===== config.mk =====
export PLATFORM = sky130hd
export DESIGN_NAME = pc
export DESIGN_NICKNAME = d
export VERILOG_FILES = /design/src/rtl/inc16.sv /design/src/rtl/mux16.sv /design/src/rtl/register16.sv /design/src/rtl/pc.sv
export SDC_FILE = /design/constraint.sdc
export NUM_CORES = 1
export LEC_CHECK = 0
export CORE_ASPECT_RATIO = 0.9
export CORE_MARGIN = 2
export CORE_UTILIZATION = 40
export CTS_CLUSTER_DIAMETER = 30
export DETAILED_ROUTE_END_ITERATION = 8
export PLACE_DENSITY = 0.83
export SETUP_SLACK_MARGIN = 0.2
export SLEW_MARGIN = 40
export SYNTH_ARGS = -nofsm -noshare
export SYNTH_HDL_FRONTEND = slang
export SYNTH_SLANG_ARGS = --single-unit

===== constraint.sdc =====
create_clock -name clk -period 1.39 [get_ports clk]
set_input_delay 0.3475 -clock clk [delete_from_list [all_inputs] [get_ports clk]]
set_output_delay 0.3475 -clock clk [all_outputs]
set_load 0.02 [all_outputs]

===== src/rtl/inc16.sv =====
// inc16 -- 16-bit combinational incrementer.
//
// Ports:
//   in  [15:0]  operand
//   out [15:0]  in + 1, wrapping 16'hFFFF to 16'h0000 (carry out discarded)
module inc16 (
  input  logic [15:0] in,
  output logic [15:0] out
);

  // The 16-bit result width truncates the carry, which gives the wrap.
  assign out = in + 16'h0001;

endmodule


===== src/rtl/mux16.sv =====
// mux16 -- 16-bit 2:1 selector, the basic steering gate of the datapath.
//
// Ports:
//   a   [15:0]  value passed through when sel = 0
//   b   [15:0]  value passed through when sel = 1
//   sel         select line
//   out [15:0]  selected value (purely combinational)
module mux16 (
  input  logic [15:0] a,
  input  logic [15:0] b,
  input  logic        sel,
  output logic [15:0] out
);

  assign out = sel ? b : a;

endmodule


===== src/rtl/register16.sv =====
// register16 -- sixteen load-enabled 1-bit registers sharing one clock and
// one load enable.
//
// Ports:
//   clk          rising-edge clock
//   load         when high, every bit captures its input at the edge
//   in  [15:0]   value to capture
//   out [15:0]   stored value, driven straight from the flops
//
// The register has no reset of its own; a clearing value is steered onto
// in by the surrounding logic when a reset is wanted.
module register16 (
  input  logic        clk,
  input  logic        load,
  input  logic [15:0] in,
  output logic [15:0] out
);

  for (genvar i = 0; i < 16; i++) begin : g_bit
    bit_reg u_bit (
      .clk  (clk),
      .load (load),
      .in   (in[i]),
      .out  (out[i])
    );
  end

endmodule

// bit_reg -- single load-enabled storage bit.
//
// Ports:
//   clk   rising-edge clock
//   load  capture enable
//   in    data bit
//   out   stored bit
module bit_reg (
  input  logic clk,
  input  logic load,
  input  logic in,
  output logic out
);

  // NOTE: sequential state uses non-blocking assignment so every flop
  // samples the pre-edge values of its neighbours, whatever the block order.
  // NOTE: no reset term here on purpose -- the clearing value arrives on in
  // through the zero-forcing selector upstream, keeping the storage plain.
  always_ff @(posedge clk) begin
    if (load) begin
      out <= in;
    end
  end

endmodule


===== src/rtl/pc.sv =====
// pc -- 16-bit program counter.
//
// Ports:
//   clk          rising-edge clock; the only point where out changes
//   reset        synchronous, active-high; forces out to 0 at the edge
//   in   [15:0]  value loaded when load = 1
//   load         load in at the edge (beats inc)
//   inc          add one at the edge when neither reset nor load
//   out  [15:0]  current count, taken directly from the register
//
// Priority at each edge: reset > load > inc > hold. The next value is built
// from a chain of three selectors, lowest priority first, so the last stage
// in the chain has the final say:
//   stage 1: held value vs. out + 1        (inc)
//   stage 2: stage 1    vs. in             (load)
//   stage 3: stage 2    vs. 16'h0000       (reset)
// The register is always enabled; "hold" is simply re-loading out.
module pc (
  input  logic        clk,
  input  logic        reset,
  input  logic [15:0] in,
  input  logic        load,
  input  logic        inc,
  output logic [15:0] out
);

  logic [15:0] out_plus1;
  logic [15:0] inc_sel;
  logic [15:0] load_sel;
  logic [15:0] next_val;

  inc16 u_inc (
    .in  (out),
    .out (out_plus1)
  );

  mux16 u_mux_inc (
    .a   (out),
    .b   (out_plus1),
    .sel (inc),
    .out (inc_sel)
  );

  mux16 u_mux_load (
    .a   (inc_sel),
    .b   (in),
    .sel (load),
    .out (load_sel)
  );

  mux16 u_mux_reset (
    .a   (load_sel),
    .b   (16'h0000),
    .sel (reset),
    .out (next_val)
  );

  // Load tied high: the register captures next_val on every edge, so out
  // only ever changes at a rising clk edge and has no path from the inputs.
  register16 u_reg (
    .clk  (clk),
    .load (1'b1),
    .in   (next_val),
    .out  (out)
  );

endmodule


==> results.py <==
metrics = {
    "min_path": {
        "hp-class": "input port to flop",
        "holdPathStages": 5,
    },
    "floorplan": {
        "die_w_um": 58.6,
        "initial_core_util_pct": 42.8,
        "core_area_um2": 2510,
        "ios": 36,
        "chipHeight_um": 53.2,
        "die-area_um2": 3120,
        "core.rowCount": 17,
    },
    "run": {
        "drv_cap": 0,
    },
    "grt": {
        "grt_pass1_wl_um": 4490,
        "grt_max_degree": 17,
        "gr-total-overflow": 0,
        "grt_usage_pct": 19.3,
        "grt_pass1_vias": 1020,
        "antenna_found_initial": 0,
    },
    "logic_synthesis": {
        "seq_area_frac_synth_pct": 29.8,
        "synthArstFlopShare_pct": 0,
        "yosysTopAreaCell": "dfxtp_1",
        "netlist_instances": 128,
        "synth_top_area_share_pct": 29.8,
        "synth_edf_count": 0,
        "synth.distinct_cells": 31,
        "synth_seq_cells": 16,
        "yosys_warnings": 0,
        "syn_nets": 149,
        "synthTopCellsByArea": "dfxtp_1, buf_4, a21oi_1",
        "synth_flop_cell": "dfxtp_1",
        "syn_area_per_cell_um2": 8.40,
        "syn_area_um2": 1070,
    },
    "timing": {
        "fin_crit_sh_pct": 102,
        "tightest_slew_ns": 0.245,
        "final.setup.worst_slack_ns": -0.0231,
        "hold_viol_final": 0,
        "max_freq_mhz": 708,
        "finalSetupViolCount": 1,
        "rsz0062_at_grt": "true",
        "fin_setup_tns_ns": -0.0231,
        "slew_violations": 0,
        "timing.final.crit_period_ns": 1.41,
        "relSlewSlack_pct": 83.5,
        "finalClockSkew_ns": 0.000854,
    },
    "placed_design": {
        "dpl.hpwl_um": 1880,
        "io_buffers": 35,
        "place_area_um2": 1510,
        "place.gp.congestion": 0.703,
    },
    "finish": {
        "final_util_pct": 72.5,
        "post-route-cell-area_um2": 1820,
        "nets": 202,
        "top_register": "u_reg.g_bit.u_bit.out",
        "biggestRegsByFlops": "u_reg.g_bit.u_bit.out: 16 flops",
        "largest_reg_flops": 16,
        "fillers": 179,
        "drive_gt1_share_pct": 50.6,
        "syn_to_final_growth_pct": 69.4,
        "antenna_cells": 0,
    },
    "critical_path": {
        "cpPeakStageDelay_ns": 0.39,
        "required_ns": 1.62,
        "crit_buf_inv": 1,
        "crit_family": "simple AND/OR/NAND/NOR gates",
        "crit_path_max_fanout": 6,
        "crit_slowest_cell": "dfxtp_4",
        "critPathArrivalTime_ns": 1.64,
        "cp.depth": 5,
        "criticalPathCategory": "flop to flop",
        "end_kind": "flop",
        "worstRegToRegCells": 5,
        "critPathLaunchType": "flop",
        "path_cells": "nand4_4 > buf_4 > or3_1 > a21o_1 > a21oi_1",
    },
    "routing": {
        "totalWireLength_um": 3040,
        "via_per_inst": 5.23,
        "ant_nets": 0,
        "drt_iter0_drc": 18,
        "routedWlPerCell_um": 14.6,
        "vias": 1087,
        "drc_errors": 3,
        "first_pass_iters": 6,
    },
    "clock_tree": {
        "cts.sinks": 16,
        "cts_inserted_buffers": 3,
        "clock_latency_ns": 0.29,
        "cts.clk_slew.worst_paths_ns": 0.09,
        "cts_tree": "yes",
        "cts_root_buf": "clkbuf_4",
        "cts_buffer_depth": 2,
        "h-tree-depth": 1,
    },
    "power": {
        "leakage_nw": 0.850,
        "p_per_area_nw_per_um2": 646,
        "vdd_drop_max_mv": 0.401,
    },
    "run_status": {
        "status": "complete, but fails checks",
        "violations": "DRC, setup timing",
    },
}
==> final timing paths <==
check	slack, ns	from	end
setup / recovery	-0.02	u_reg.g_bit[4].u_bit.out	u_reg.g_bit[5].u_bit.out
hold / removal	0.57	inc	u_reg.g_bit[2].u_bit.out
setup reg to reg	-0.02	u_reg.g_bit[4].u_bit.out	u_reg.g_bit[5].u_bit.out
hold reg to reg	0.63	u_reg.g_bit[12].u_bit.out	u_reg.g_bit[12].u_bit.out
==> routing by layer <==
layer	share of wire, %	vias up	GRT usage, %
met5	0	-	0
met1	39	517	21.3
met4	2.3	0	6.82
met2	54	32	37.3
li1	-	531	-
met3	4.3	7	2.93
==> synthesized netlist by cell type (3+ instances only) <==
library cell	n
nor3_1	3
nand4_1	3
inv_1	12
o21a_1	7
xor2_1	6
xnor2_1	5
nor2_1	9
nor4_1	4
buf_4	17
dfxtp_1	16
mux2i_1	4
nand2_1	8
a21oi_1	11
==> power breakdown <==
group	internal (W)	switching, W
Sequential	0.000486	0.0000413
Combinational	0.000214	0.000169
Clock	0.000112	0.000152
Total	0.000812	0.000363
==> timing repair <==
action	4_1_cts	5_1_grt
endpoints found under the hold margin	0	0
hold buffers	0	0
pin swaps	13	6
gates cloned	0	0
gates resized for setup	94	34
buffers inserted	13	7
endpoints found under the setup margin	32	29
==> worst register-to-register path: cells and delay by family (launching register included) <==
| family | cells | cell delay (ns) |
|---|---|---|
| DFF | 1 | 0.39 |
| AOI/OAI and AO/OA | 2 | 0.29 |
| and+or+nand+nor | 2 | 0.49 |
| buffers and inverters | 1 | 0.19 |
==> cell type report <==
type	count	area (um^2)	area share, %
Multi-Input combinational cell	79	714	39.2
Timing Repair Buffer	69	636	34.9
Sequential cell	16	362	19.9
Inverter	12	47.5	2.61
Tap cell	28	35.0	1.92
Clock buffer	4	26.3	1.44
==> cells in the final DEF (no fill, tap or decap), types with 2 or more instances in the layout <==
cell type	netlist	final
nor4_4	1	3
a21oi_1	11	10
dfxtp_2	0	3
clkdlybuf4s50_1	0	17
nor2b_1	2	2
xnor2_2	0	3
nand4_1	3	3
o21a_1	7	7
a2111oi_2	2	2
dfxtp_1	16	3
nand2_1	8	7
buf_4	17	27
xnor2_1	5	2
nor4_2	0	2
nor2_1	9	7
xor2_1	6	6
buf_2	2	3
dfxtp_4	0	10
nand4_4	1	2
mux2i_1	4	4
clkbuf_4	0	3
nor3_4	1	2
inv_1	12	11
buf_6	0	19
==> per-stage QoR <==
stage | setup slack [ns] | power, W | hold slack, ns | std cells
after global routing | -0.0697 | 0.00124 | 0.594 | 208
after global placement | -0.480 | 0.000844 | 0.579 | 184
after CTS | 0.0353 | 0.00114 | 0.597 | 201
after detailed placement | -0.590 | 0.000854 | 0.603 | 184
final | -0.0231 | 0.00118 | 0.572 | 208
after floorplan | 0.103 | 0.000735 | 0.416 | 128
==> cell families after synthesis <==
family / after synthesis / synth area share, %
flops: 16 / 29.8
mux: 4 / 3.73
xor+xnor: 11 / 8.96
compound gates: 25 / 16.1
buf+inv: 33 / 17.7
simple gates: 38 / 22.6
fa+ha+maj: 1 / 1.16
Note: power is estimated with default switching activity, not from simulation.
